==> config.mk <==
export PLATFORM = sky130hd
export DESIGN_NAME = if_stage_flat
export DESIGN_NICKNAME = d
export VERILOG_FILES = /design/src/rtl/if_stage_pkg.sv /design/src/rtl/if_stage_if.sv /design/src/rtl/if_stage_if_id_reg.sv /design/src/rtl/if_stage.sv /design/src/flat_wrapper.sv
export SDC_FILE = /design/constraint.sdc
export NUM_CORES = 1
export LEC_CHECK = 0
export CORE_ASPECT_RATIO = 0.6
export CORE_MARGIN = 3
export CORE_UTILIZATION = 51
export CTS_CLUSTER_SIZE = 40
export DETAILED_ROUTE_END_ITERATION = 16
export GPL_ROUTABILITY_DRIVEN = 0
export PLACE_DENSITY_LB_ADDON = 0.1
export REMOVE_ABC_BUFFERS = 1
export SLEW_MARGIN = 40
export SYNTH_ARGS = -nofsm -noshare
export SYNTH_HDL_FRONTEND = slang
export SYNTH_HIERARCHICAL = 1
export SYNTH_SLANG_ARGS = --single-unit
==> constraint.sdc <==
create_clock -name clk -period 5.55 [get_ports clk]
set_input_delay 0.555 -clock clk [delete_from_list [all_inputs] [get_ports clk]]
set_output_delay 0.555 -clock clk [all_outputs]
set_load 0.01 [all_outputs]
==> src/rtl/if_stage_pkg.sv <==
// Shared fetch-stage definitions: widths, sequential increment, bubble word,
// the IF/ID record handed to decode, and a saturating counter helper.
package if_stage_pkg;

  localparam int unsigned XLEN  = 32'd64;
  localparam int unsigned ILEN  = 32'd32;
  localparam int unsigned CNT_W = 32'd32;

  localparam logic [XLEN-1:0] PC_INC    = 64'd4;
  localparam logic [ILEN-1:0] NOP_INSTR = 32'h0000_0000;

  typedef struct packed {
    logic [XLEN-1:0] pc;
    logic [ILEN-1:0] instr;
    logic            valid;
  } if_id_t;

  localparam if_id_t IF_ID_BUBBLE = '{pc: {XLEN{1'b0}}, instr: NOP_INSTR, valid: 1'b0};

  // Performance counters stick at all-ones instead of wrapping.
  function automatic logic [CNT_W-1:0] sat_inc(input logic [CNT_W-1:0] cnt);
    logic [CNT_W-1:0] res;
    if (cnt == {CNT_W{1'b1}}) begin
      res = cnt;
    end else begin
      res = cnt + {{(CNT_W-1){1'b0}}, 1'b1};
    end
    return res;
  endfunction

endpackage

==> src/rtl/if_stage_if.sv <==
// Fetch-stage bus: redirect/hazard controls and instruction memory on one side,
// fetch address, IF/ID contents and status counters on the other.
interface if_stage_if;
  import if_stage_pkg::*;

  logic             pc_src;
  logic [XLEN-1:0]  branch_target;
  logic             stall;
  logic             flush;
  logic [ILEN-1:0]  instr_in;
  logic [XLEN-1:0]  imem_addr;
  logic [XLEN-1:0]  if_id_pc;
  logic [ILEN-1:0]  if_id_instr;
  logic             if_id_valid;
  logic             pc_misalign;
  logic [CNT_W-1:0] fetch_count;
  logic [CNT_W-1:0] stall_count;

  modport master (
    output pc_src, branch_target, stall, flush, instr_in,
    input  imem_addr, if_id_pc, if_id_instr, if_id_valid,
           pc_misalign, fetch_count, stall_count
  );

  modport slave (
    input  pc_src, branch_target, stall, flush, instr_in,
    output imem_addr, if_id_pc, if_id_instr, if_id_valid,
           pc_misalign, fetch_count, stall_count
  );

endinterface

==> src/rtl/if_stage_if_id_reg.sv <==
// IF/ID pipeline register: reset > squash > stall (hold) > load.
module if_id_reg
  import if_stage_pkg::*;
(
  input  logic   clk,
  input  logic   reset,
  input  logic   squash_i,
  input  logic   stall_i,
  input  if_id_t load_i,
  output if_id_t q_o
);

  if_id_t ifid_q;
  if_id_t ifid_d;

  always_comb begin
    ifid_d = ifid_q;
    if (squash_i) begin
      ifid_d = IF_ID_BUBBLE;
    end else if (stall_i) begin
      ifid_d = ifid_q;
    end else begin
      ifid_d = load_i;
    end
  end

  always_ff @(posedge clk) begin
    if (reset) begin
      ifid_q <= IF_ID_BUBBLE;
    end else begin
      ifid_q <= ifid_d;
    end
  end

  assign q_o = ifid_q;

endmodule

==> src/rtl/if_stage.sv <==
// Instruction-fetch stage: PC register with redirect/stall, IF/ID register,
// sticky misaligned-redirect flag and saturating fetch/stall counters.
module if_stage
  import if_stage_pkg::*;
#(
  parameter logic [XLEN-1:0] RESET_PC = 64'h0000_0000_0000_0000
) (
  input  logic       clk,
  input  logic       reset,
  if_stage_if.slave  bus
);

  logic [XLEN-1:0]  pc_q;
  logic [XLEN-1:0]  pc_d;
  logic             misalign_q;
  logic             misalign_d;
  logic [CNT_W-1:0] fetch_cnt_q;
  logic [CNT_W-1:0] fetch_cnt_d;
  logic [CNT_W-1:0] stall_cnt_q;
  logic [CNT_W-1:0] stall_cnt_d;
  logic             squash_s;
  logic             load_s;
  if_id_t           ifid_load_s;
  if_id_t           ifid_s;

  // A redirect squashes the wrong-path word fetched in the same cycle.
  assign squash_s = bus.flush | bus.pc_src;
  assign load_s   = ~squash_s & ~bus.stall;

  assign ifid_load_s = '{pc: pc_q, instr: bus.instr_in, valid: 1'b1};

  always_comb begin
    pc_d        = pc_q;
    misalign_d  = misalign_q;
    fetch_cnt_d = fetch_cnt_q;
    stall_cnt_d = stall_cnt_q;

    if (bus.pc_src) begin
      pc_d = bus.branch_target;
    end else if (bus.stall) begin
      pc_d = pc_q;
    end else begin
      pc_d = pc_q + PC_INC;
    end

    if (bus.pc_src && (bus.branch_target[1:0] != 2'b00)) begin
      misalign_d = 1'b1;
    end else begin
      misalign_d = misalign_q;
    end

    if (load_s) begin
      fetch_cnt_d = sat_inc(fetch_cnt_q);
    end else begin
      fetch_cnt_d = fetch_cnt_q;
    end

    if (bus.stall && !bus.pc_src) begin
      stall_cnt_d = sat_inc(stall_cnt_q);
    end else begin
      stall_cnt_d = stall_cnt_q;
    end
  end

  always_ff @(posedge clk) begin
    if (reset) begin
      pc_q        <= RESET_PC;
      misalign_q  <= 1'b0;
      fetch_cnt_q <= {CNT_W{1'b0}};
      stall_cnt_q <= {CNT_W{1'b0}};
    end else begin
      pc_q        <= pc_d;
      misalign_q  <= misalign_d;
      fetch_cnt_q <= fetch_cnt_d;
      stall_cnt_q <= stall_cnt_d;
    end
  end

  if_id_reg u_if_id_reg (
    .clk      (clk),
    .reset    (reset),
    .squash_i (squash_s),
    .stall_i  (bus.stall),
    .load_i   (ifid_load_s),
    .q_o      (ifid_s)
  );

  assign bus.imem_addr   = pc_q;
  assign bus.if_id_pc    = ifid_s.pc;
  assign bus.if_id_instr = ifid_s.instr;
  assign bus.if_id_valid = ifid_s.valid;
  assign bus.pc_misalign = misalign_q;
  assign bus.fetch_count = fetch_cnt_q;
  assign bus.stall_count = stall_cnt_q;

endmodule

==> src/flat_wrapper.sv <==
// flat-port wrapper written by rule: the top's interface ports become plain ports
module if_stage_flat import if_stage_pkg::*;
#(
  parameter logic [XLEN-1:0] RESET_PC = 64'h0000_0000_0000_0000
)
  (clk, reset, bus_pc_src, bus_branch_target, bus_stall, bus_flush, bus_instr_in, bus_imem_addr, bus_if_id_pc, bus_if_id_instr, bus_if_id_valid, bus_pc_misalign, bus_fetch_count, bus_stall_count);
  if_stage_if bus_i ();
  input  logic clk;
  input  logic reset;
  input wire logic [$bits(bus_i.pc_src)-1:0] bus_pc_src;
  input wire logic [$bits(bus_i.branch_target)-1:0] bus_branch_target;
  input wire logic [$bits(bus_i.stall)-1:0] bus_stall;
  input wire logic [$bits(bus_i.flush)-1:0] bus_flush;
  input wire logic [$bits(bus_i.instr_in)-1:0] bus_instr_in;
  output wire logic [$bits(bus_i.imem_addr)-1:0] bus_imem_addr;
  output wire logic [$bits(bus_i.if_id_pc)-1:0] bus_if_id_pc;
  output wire logic [$bits(bus_i.if_id_instr)-1:0] bus_if_id_instr;
  output wire logic [$bits(bus_i.if_id_valid)-1:0] bus_if_id_valid;
  output wire logic [$bits(bus_i.pc_misalign)-1:0] bus_pc_misalign;
  output wire logic [$bits(bus_i.fetch_count)-1:0] bus_fetch_count;
  output wire logic [$bits(bus_i.stall_count)-1:0] bus_stall_count;
  assign bus_i.pc_src = bus_pc_src;
  assign bus_i.branch_target = bus_branch_target;
  assign bus_i.stall = bus_stall;
  assign bus_i.flush = bus_flush;
  assign bus_i.instr_in = bus_instr_in;
  assign bus_imem_addr = bus_i.imem_addr;
  assign bus_if_id_pc = bus_i.if_id_pc;
  assign bus_if_id_instr = bus_i.if_id_instr;
  assign bus_if_id_valid = bus_i.if_id_valid;
  assign bus_pc_misalign = bus_i.pc_misalign;
  assign bus_fetch_count = bus_i.fetch_count;
  assign bus_stall_count = bus_i.stall_count;
  if_stage #(.RESET_PC(RESET_PC)) u_core (.clk(clk), .reset(reset), .bus(bus_i));
endmodule
==> results of run 1 <==
[cell usage in the layout, fill, tap and decap left out, types with 5 or more instances in the layout]
cell type / instances
a2111oi_0: 7
a211oi_1: 37
nor2b_1: 14
nor2_1: 194
buf_4: 6
and3_1: 19
xnor2_1: 47
or3_1: 23
nand2_1: 58
or4_1: 12
clkbuf_16: 23
clkbuf_1: 7
a31o_2: 7
mux2i_1: 107
dfxtp_1: 226
a311oi_1: 11
nor3_1: 18
o21ai_0: 21
a21oi_1: 39
clkinv_2: 5
nand4_1: 52
and2_1: 6
clkdlybuf4s50_1: 323
mux2_2: 8
xor2_1: 13
o31ai_1: 8
and4_1: 19
a31oi_1: 9
inv_1: 21
nand3_1: 46
nor4_1: 20
[critical path, delay by kind of cell (launching register included)]
family | cells | cell delay, ns
flops | 1 | 0.48
simple gates | 4 | 1.91
compound gates | 1 | 0.26
[logic make-up (layout without fill, tap and decap cells)]
family,Yosys count,count (layout)
adders and majority gates,3,3
and+or+nand+nor,510,510
buffers and inverters,94,397
xor gates and xnor gates,60,60
muxes,115,115
DFF,226,226
other,1,1
AOI/OAI and AO/OA,168,168
[layout make-up]
class	instances	area share
clock buffer	34	0.0449
clock inverter	5	0.00171
inverter	23	0.00624
multi-input combinational	857	0.385
sequential	226	0.309
tap	273	0.0233
timing repair buffer	335	0.230
[worst max-delay path by stage]
stage	cells after the start	slack, ns	to
after floorplan	5	2.49	u_core/bus.stall_count[10]
after global placement	7	2.39	u_core/bus.stall_count[4]
after detailed placement	6	2.56	u_core/bus.imem_addr[57]
after CTS	5	2.82	u_core/bus.imem_addr[57]
after global routing	5	2.61	u_core/bus.imem_addr[57]
final	5	2.82	u_core/bus.imem_addr[57]
[cells in the mapped netlist, types with 8 or more instances]
cell,instances,share of area
mux2i_1,107,0.10
a311oi_1,11,0.0091
or3_1,23,0.014
nand4_1,52,0.031
xor2_1,13,0.011
nor3_1,18,0.0085
buf_2,11,0.0052
a31oi_1,9,0.0053
clkbuf_1,42,0.015
xnor2_1,47,0.039
mux2_2,8,0.0085
buf_6,10,0.011
o31ai_1,8,0.0057
dfxtp_1,226,0.43
and3_1,19,0.011
or4_1,12,0.0085
a211oi_1,37,0.026
and4_1,19,0.016
nor2_1,194,0.069
nand3_1,46,0.022
nor4_1,21,0.012
a21oi_1,39,0.018
o21ai_0,21,0.0099
nand2_1,58,0.021
inv_1,21,0.0074
nor2b_1,14,0.0083
[power by group]
group | switching [mW] | internal (mW)
clock | 0.628 | 0.813
combinational | 0.170 | 0.209
sequential | 0.0688 | 1.67
total | 0.867 | 2.69
[metal layers]
| metal | part of all wire | track usage |
|---|---|---|
| met2 | 0.43 | 0.423 |
| met1 | 0.45 | 0.411 |
| met3 | 0.094 | 0.0774 |
| met5 | 0.00060 | 0 |
| met4 | 0.020 | 0.0546 |
[registers in the layout, summed over array words and instances (netlist names)]
name / count
u_core/bus.pc_misalign: 1
u_core/bus.stall_count: 32
u_core/bus.imem_addr: 64
u_core/bus.fetch_count: 32
u_core/u_if_id_reg/q_o: 97
[metrics by stage]
| step | hold slack, ns | instance area [µm²] | std cells | total power [mW] | utilization |
|---|---|---|---|---|---|
| after floorplan | 0.463 | 10200 | 1106 | 1.89 | - |
| after global placement | 0.433 | 13900 | 1711 | 2.13 | 0.688 |
| after detailed placement | 0.444 | 14000 | 1714 | 2.14 | 0.692 |
| after CTS | 0.453 | 14600 | 1753 | 3.58 | 0.726 |
| after global routing | 0.476 | 14600 | 1753 | 3.69 | 0.726 |
| final | 0.451 | 14600 | 1753 | 3.55 | 0.726 |
==> metrics.cfg, run 1 <==
[critical_path]
cp.required_ns = 5.96
r2r_slack_ns = 2.82
critical_path.max_stage_delay_ns = 0.63
startpoint = u_core/bus.imem_addr[7]
slowest_stage = nor3_2
crit_fanout = 9
crit_chain = nand4_1 > nor3_2 > nand4_1 > or4_1 > a311oi_1
reg2reg_to = u_core/bus.imem_addr[57]
reg2reg_depth = 5
crit-reg2reg-launch = u_core/bus.imem_addr[7]
critPathLaunchType = flop
critPathKind = reg -> reg
worstPathArrival_ns = 3.14
crit_path_end_kind = flop
critPathMostFrequentCell = nand4_1

[finish]
multi_input_area_um2 = 5630
drive_gt1_frac = 0.0574
fillers = 1531
num-nets-final = 1569
diodes = 0
seq_area_um2 = 4520
syn_to_final_growth_pct = 38.3

[cts]
root_buffer = clkbuf_16
cts_resized = 0
cts_buffer_depth = 3
htreeDepth = 1
postCtsSetupBuffers = 0
hold_buffers = 0
path_clk_slew_ns = 0.06
cts_sinks = 226
cts_buffers = 22
cts_tree = done
insertion_delay_ns = 0.50

[global_route]
grt-ovfl-total = 0
antenna_found_initial = 1
grt_pass1_vias = 9404
grt_max_degree = 97
grtUsageTotal = 0.283
grt_pass1_wl_mm = 52.5

[yosys]
synth_seq_cells = 226
synth_cells = 1177
synth.avg_cell_area_um2 = 8.99
synth_adder_area_share = 0.00355
synth-simple-area-share = 0.251
synth_edf_count = 0
ys_types = 67
synth_top_family_by_area = simple AND/OR/NAND/NOR gates
ys.flop_type = dfxtp_1
synth_xor_area_frac = 0.0497
synth.mux.area_fraction = 0.110
synth-compound-area-share = 0.116
ys_seq_area_frac = 0.427
async_flop_share = 0
syn_area_um2 = 10600
yosysWarnings = 6

[route]
via_count = 10200
drtPass1Iterations = 6
drc_errors = 0
drt_iter0_drc = 969
postRouteAntennaNets = 0
wire_per_inst_um = 19.1
vias_per_cell = 5.84
finalWirelength_mm = 33.6

[min_path]
holdPathStages = 2
hp-class = reg -> reg
hold_start = u_core/bus.pc_misalign
hold_end = u_core/bus.pc_misalign

[timing]
setup_ws_ns = 2.82
finalCritPeriodShare = 0.493
setup_viol = 0
slew_violations = 0
worst_slew_pin_slew_ns = 0.783
maxSlewHeadroom = 0.478
timing.fmax_mhz = 366
fin_skew_ns = 0.00755
min_period_ns = 2.73
hold_viol_final = 0
grt_setup_unrepaired = false
setup_tns_ns = 0

[die]
die_h_um = 118
core_area_um2 = 20200
num_rows = 40
initial_core_util = 0.525
ioPinCount = 327
die_w_um = 192
dieArea_um2 = 22600

[run]
maxCapViolCount = 0

[placement]
dp_hpwl_mm = 24.0
place_ws_ns = 2.56
port-buffer-count = 326

[power_and_ir_drop]
ir_worst_vdd_mv = 0.225
p_leak_nw = 5.25
p_per_area_nw_per_um2 = 243

[outcome]
outcome = complete, no violations

Power figures use the tool's default switching activity.
==> run 2: changes to the inputs <==
- CORE_UTILIZATION: 51 -> 47
- clock period: 5.55 -> 2.7 ns (I/O delays scaled with it)
==> run 2 against run 1 <==
  * First-iteration DRC count shrank 2.7%
  * Sequential power increased by 100%
  * Worst setup slack worse by 2.6 ns
  * Design area up 2.5%
  * Core utilization is 2.9 points lower
  * Via count increased by 1.0%
  * Combinational power up 120%
  * Worst hold slack worse by 0.26 ns
  * Count of clock-buffer cells in the layout up 4
  * Highest routed layer is now met4
  * Sequential cell count stayed put
  * Wire length up 5.2%
  * Clock skew is 0.0021 ns higher
==> metrics.cfg, run 2 (synthesized netlist as in run 1, its figures left out) <==
[critical_path]
crit_fanout = 5  ; was 9
critPathMostFrequentCell = nand4_1  ; unchanged
critPathKind = reg -> reg  ; unchanged
cpLargestDelayFamily = simple AND/OR/NAND/NOR gates  ; unchanged
critPathLaunchType = flop  ; unchanged
critical_path.max_stage_delay_ns = 0.57  ; was 0.63 ns
crit_path_end_kind = flop  ; unchanged
worstSetupPathDepth = 6  ; was 5
critPathBufInv = 0  ; unchanged
reg2reg_to = u_core/bus.imem_addr[56]  ; was u_core/bus.imem_addr[57]
r2r_slack_ns = 0.22  ; was 2.82 ns
crit_chain = ha_1 > nand4_1 > nor4_1 > nand4_1 > or4_1 > nand3_1  ; was nand4_1 > nor3_2 > nand4_1 > or4_1 > a311oi_1
reg2reg_depth = 6  ; was 5
startpoint = u_core/bus.imem_addr[2]  ; was u_core/bus.imem_addr[7]
slowest_stage = or4_1  ; was nor3_2
cp.required_ns = 3.15  ; was 5.96 ns
worstPathArrival_ns = 2.93  ; was 3.14 ns
crit-reg2reg-launch = u_core/bus.imem_addr[2]  ; was u_core/bus.imem_addr[7]
endpoint = u_core/bus.imem_addr[56]  ; was u_core/bus.imem_addr[57]

[power_and_ir_drop]
p_leak_nw = 5.48  ; was 5.25 nW
p_total_mw = 7.59  ; was 3.55 mW
ir_worst_vdd_mv = 0.359  ; was 0.225 mV
p_per_area_nw_per_um2 = 506  ; was 243 nW/µm²

[route]
wire_per_inst_um = 19.6  ; was 19.1 µm
via_count = 10300  ; was 10200
postRouteAntennaNets = 0  ; unchanged
vias_per_cell = 5.74  ; was 5.84
drc_errors = 0  ; unchanged
finalWirelength_mm = 35.3  ; was 33.6 mm
drt_iter0_drc = 943  ; was 969
drtPass1Iterations = 5  ; was 6

[placement]
place_ws_ns = 0.336  ; was 2.56 ns
dp_hpwl_mm = 26.0  ; was 24.0 mm
placed_area_um2 = 14200  ; was 14000 µm²
port-buffer-count = 326  ; unchanged

[finish]
layout_commonest_cell = clkdlybuf4s50_1  ; unchanged
final_cell_mix = clkdlybuf4s50_1, dfxtp_1, nor2_1  ; unchanged
design_area_um2 = 15000  ; was 14600 µm²
diodes = 0  ; unchanged
drive_gt1_frac = 0.0847  ; was 0.0574
largest_register_ff_count = 97  ; unchanged
syn_to_final_growth_pct = 41.8  ; was 38.3%
num-nets-final = 1611  ; was 1569

[die]
ioPinCount = 327  ; unchanged
num_rows = 41  ; was 40
die_w_um = 200  ; was 192 µm
core_area_um2 = 21500  ; was 20200 µm²
die_h_um = 122  ; was 118 µm
dieArea_um2 = 24400  ; was 22600 µm²
initial_core_util = 0.491  ; was 0.525

[global_route]
antenna_found_initial = 1  ; unchanged
grt_max_degree = 60  ; was 97
grt-ovfl-total = 0  ; unchanged
grt_pass1_vias = 9577  ; was 9404
grt_pass1_wl_mm = 54.3  ; was 52.5 mm
grtUsageTotal = 0.278  ; was 0.283

[timing]
slew_violations = 0  ; unchanged
timing.fmax_mhz = 404  ; was 366 MHz
grt_setup_unrepaired = false  ; unchanged
setup_ws_ns = 0.224  ; was 2.82 ns
fin_skew_ns = 0.00968  ; was 0.00755 ns
min_period_ns = 2.48  ; was 2.73 ns
worst_slew_pin_slew_ns = 0.653  ; was 0.783 ns
setup_viol = 0  ; unchanged
hold_viol_final = 0  ; unchanged
maxSlewHeadroom = 0.553  ; was 0.478
finalCritPeriodShare = 0.917  ; was 0.493

[cts]
htreeDepth = 1  ; unchanged
cts_resized = 0  ; unchanged
cts_sinks = 226  ; unchanged
root_buffer = clkbuf_16  ; unchanged
cts_buffer_depth = 3  ; unchanged
cts_buffers = 22  ; unchanged
insertion_delay_ns = 0.51  ; was 0.50 ns
hold_buffers = 0  ; unchanged
postCtsSetupBuffers = 0  ; unchanged
cts_tree = done  ; unchanged
path_clk_slew_ns = 0.07  ; was 0.06 ns

[outcome]
outcome = complete, no violations  ; unchanged

[run]
maxCapViolCount = 0  ; unchanged

[min_path]
hp-class = in -> reg  ; was reg -> reg

[run 2: changes by cell type in the layout (fill, tap and decap cells not counted), sizes merged]
cell,before,now
buf,12,54
clkbuf,34,38
clkinv,7,3
bufinv,0,1
[run 2: worst register-to-register path, cell delays in order, from the launching register on]
cell and delay [ns]:
dfxtp_1 0.45, ha_1 0.26, nand4_1 0.35, nor4_1 0.40
nand4_1 0.30, or4_1 0.57, nand3_1 0.09
[run 2: metrics by stage]
stage,hold slack (ns),TNS (ns),cells,utilization
floorplan,0.339,-0.225,1106,-
detailed placement,0.456,0,1762,0.661
global route,0.176,0,1802,0.696
CTS,0.170,0,1802,0.696
finish,0.187,0,1802,0.696
global placement,0.437,0,1762,0.661
[run 2: metal layers]
| layer | share of wire | vias up | global-route usage |
|---|---|---|---|
| met5 | 0 | - | 0 |
| met4 | 0.015 | 0 | 0.0449 |
| met3 | 0.096 | 37 | 0.0730 |
| met2 | 0.43 | 482 | 0.425 |
| met1 | 0.46 | 4897 | 0.404 |
| li1 | - | 4932 | - |
[run 2: cell type report]
class	instances	area, µm²
repair buffers	377	3660
flip-flops and latches	226	4520
clock inverters	2	35.0
inverters	23	87.6
clock buffers	38	722
fillers	1704	6540
multi-input cells	857	5620
well taps	279	349
[run 2: worst min-delay path by stage]
stage                                 from                         end  depth (start not counted)
global route                     bus_stall  u_core/u_if_id_reg/q_o[96]                          3
global placement    u_core/bus.pc_misalign      u_core/bus.pc_misalign                          2
floorplan                            reset   u_core/bus.fetch_count[0]                          1
finish                           bus_stall  u_core/u_if_id_reg/q_o[96]                          3
CTS                              bus_stall  u_core/u_if_id_reg/q_o[95]                          3
detailed placement  u_core/bus.pc_misalign      u_core/bus.pc_misalign                          2
[run 2: where the power goes]
| part | internal [mW] | total, mW | switching, mW |
|---|---|---|---|
| clock network | 1.90 | 3.21 | 1.30 |
| logic | 0.455 | 0.847 | 0.391 |
| registers | 3.42 | 3.54 | 0.115 |
| total | 5.78 | 7.59 | 1.81 |
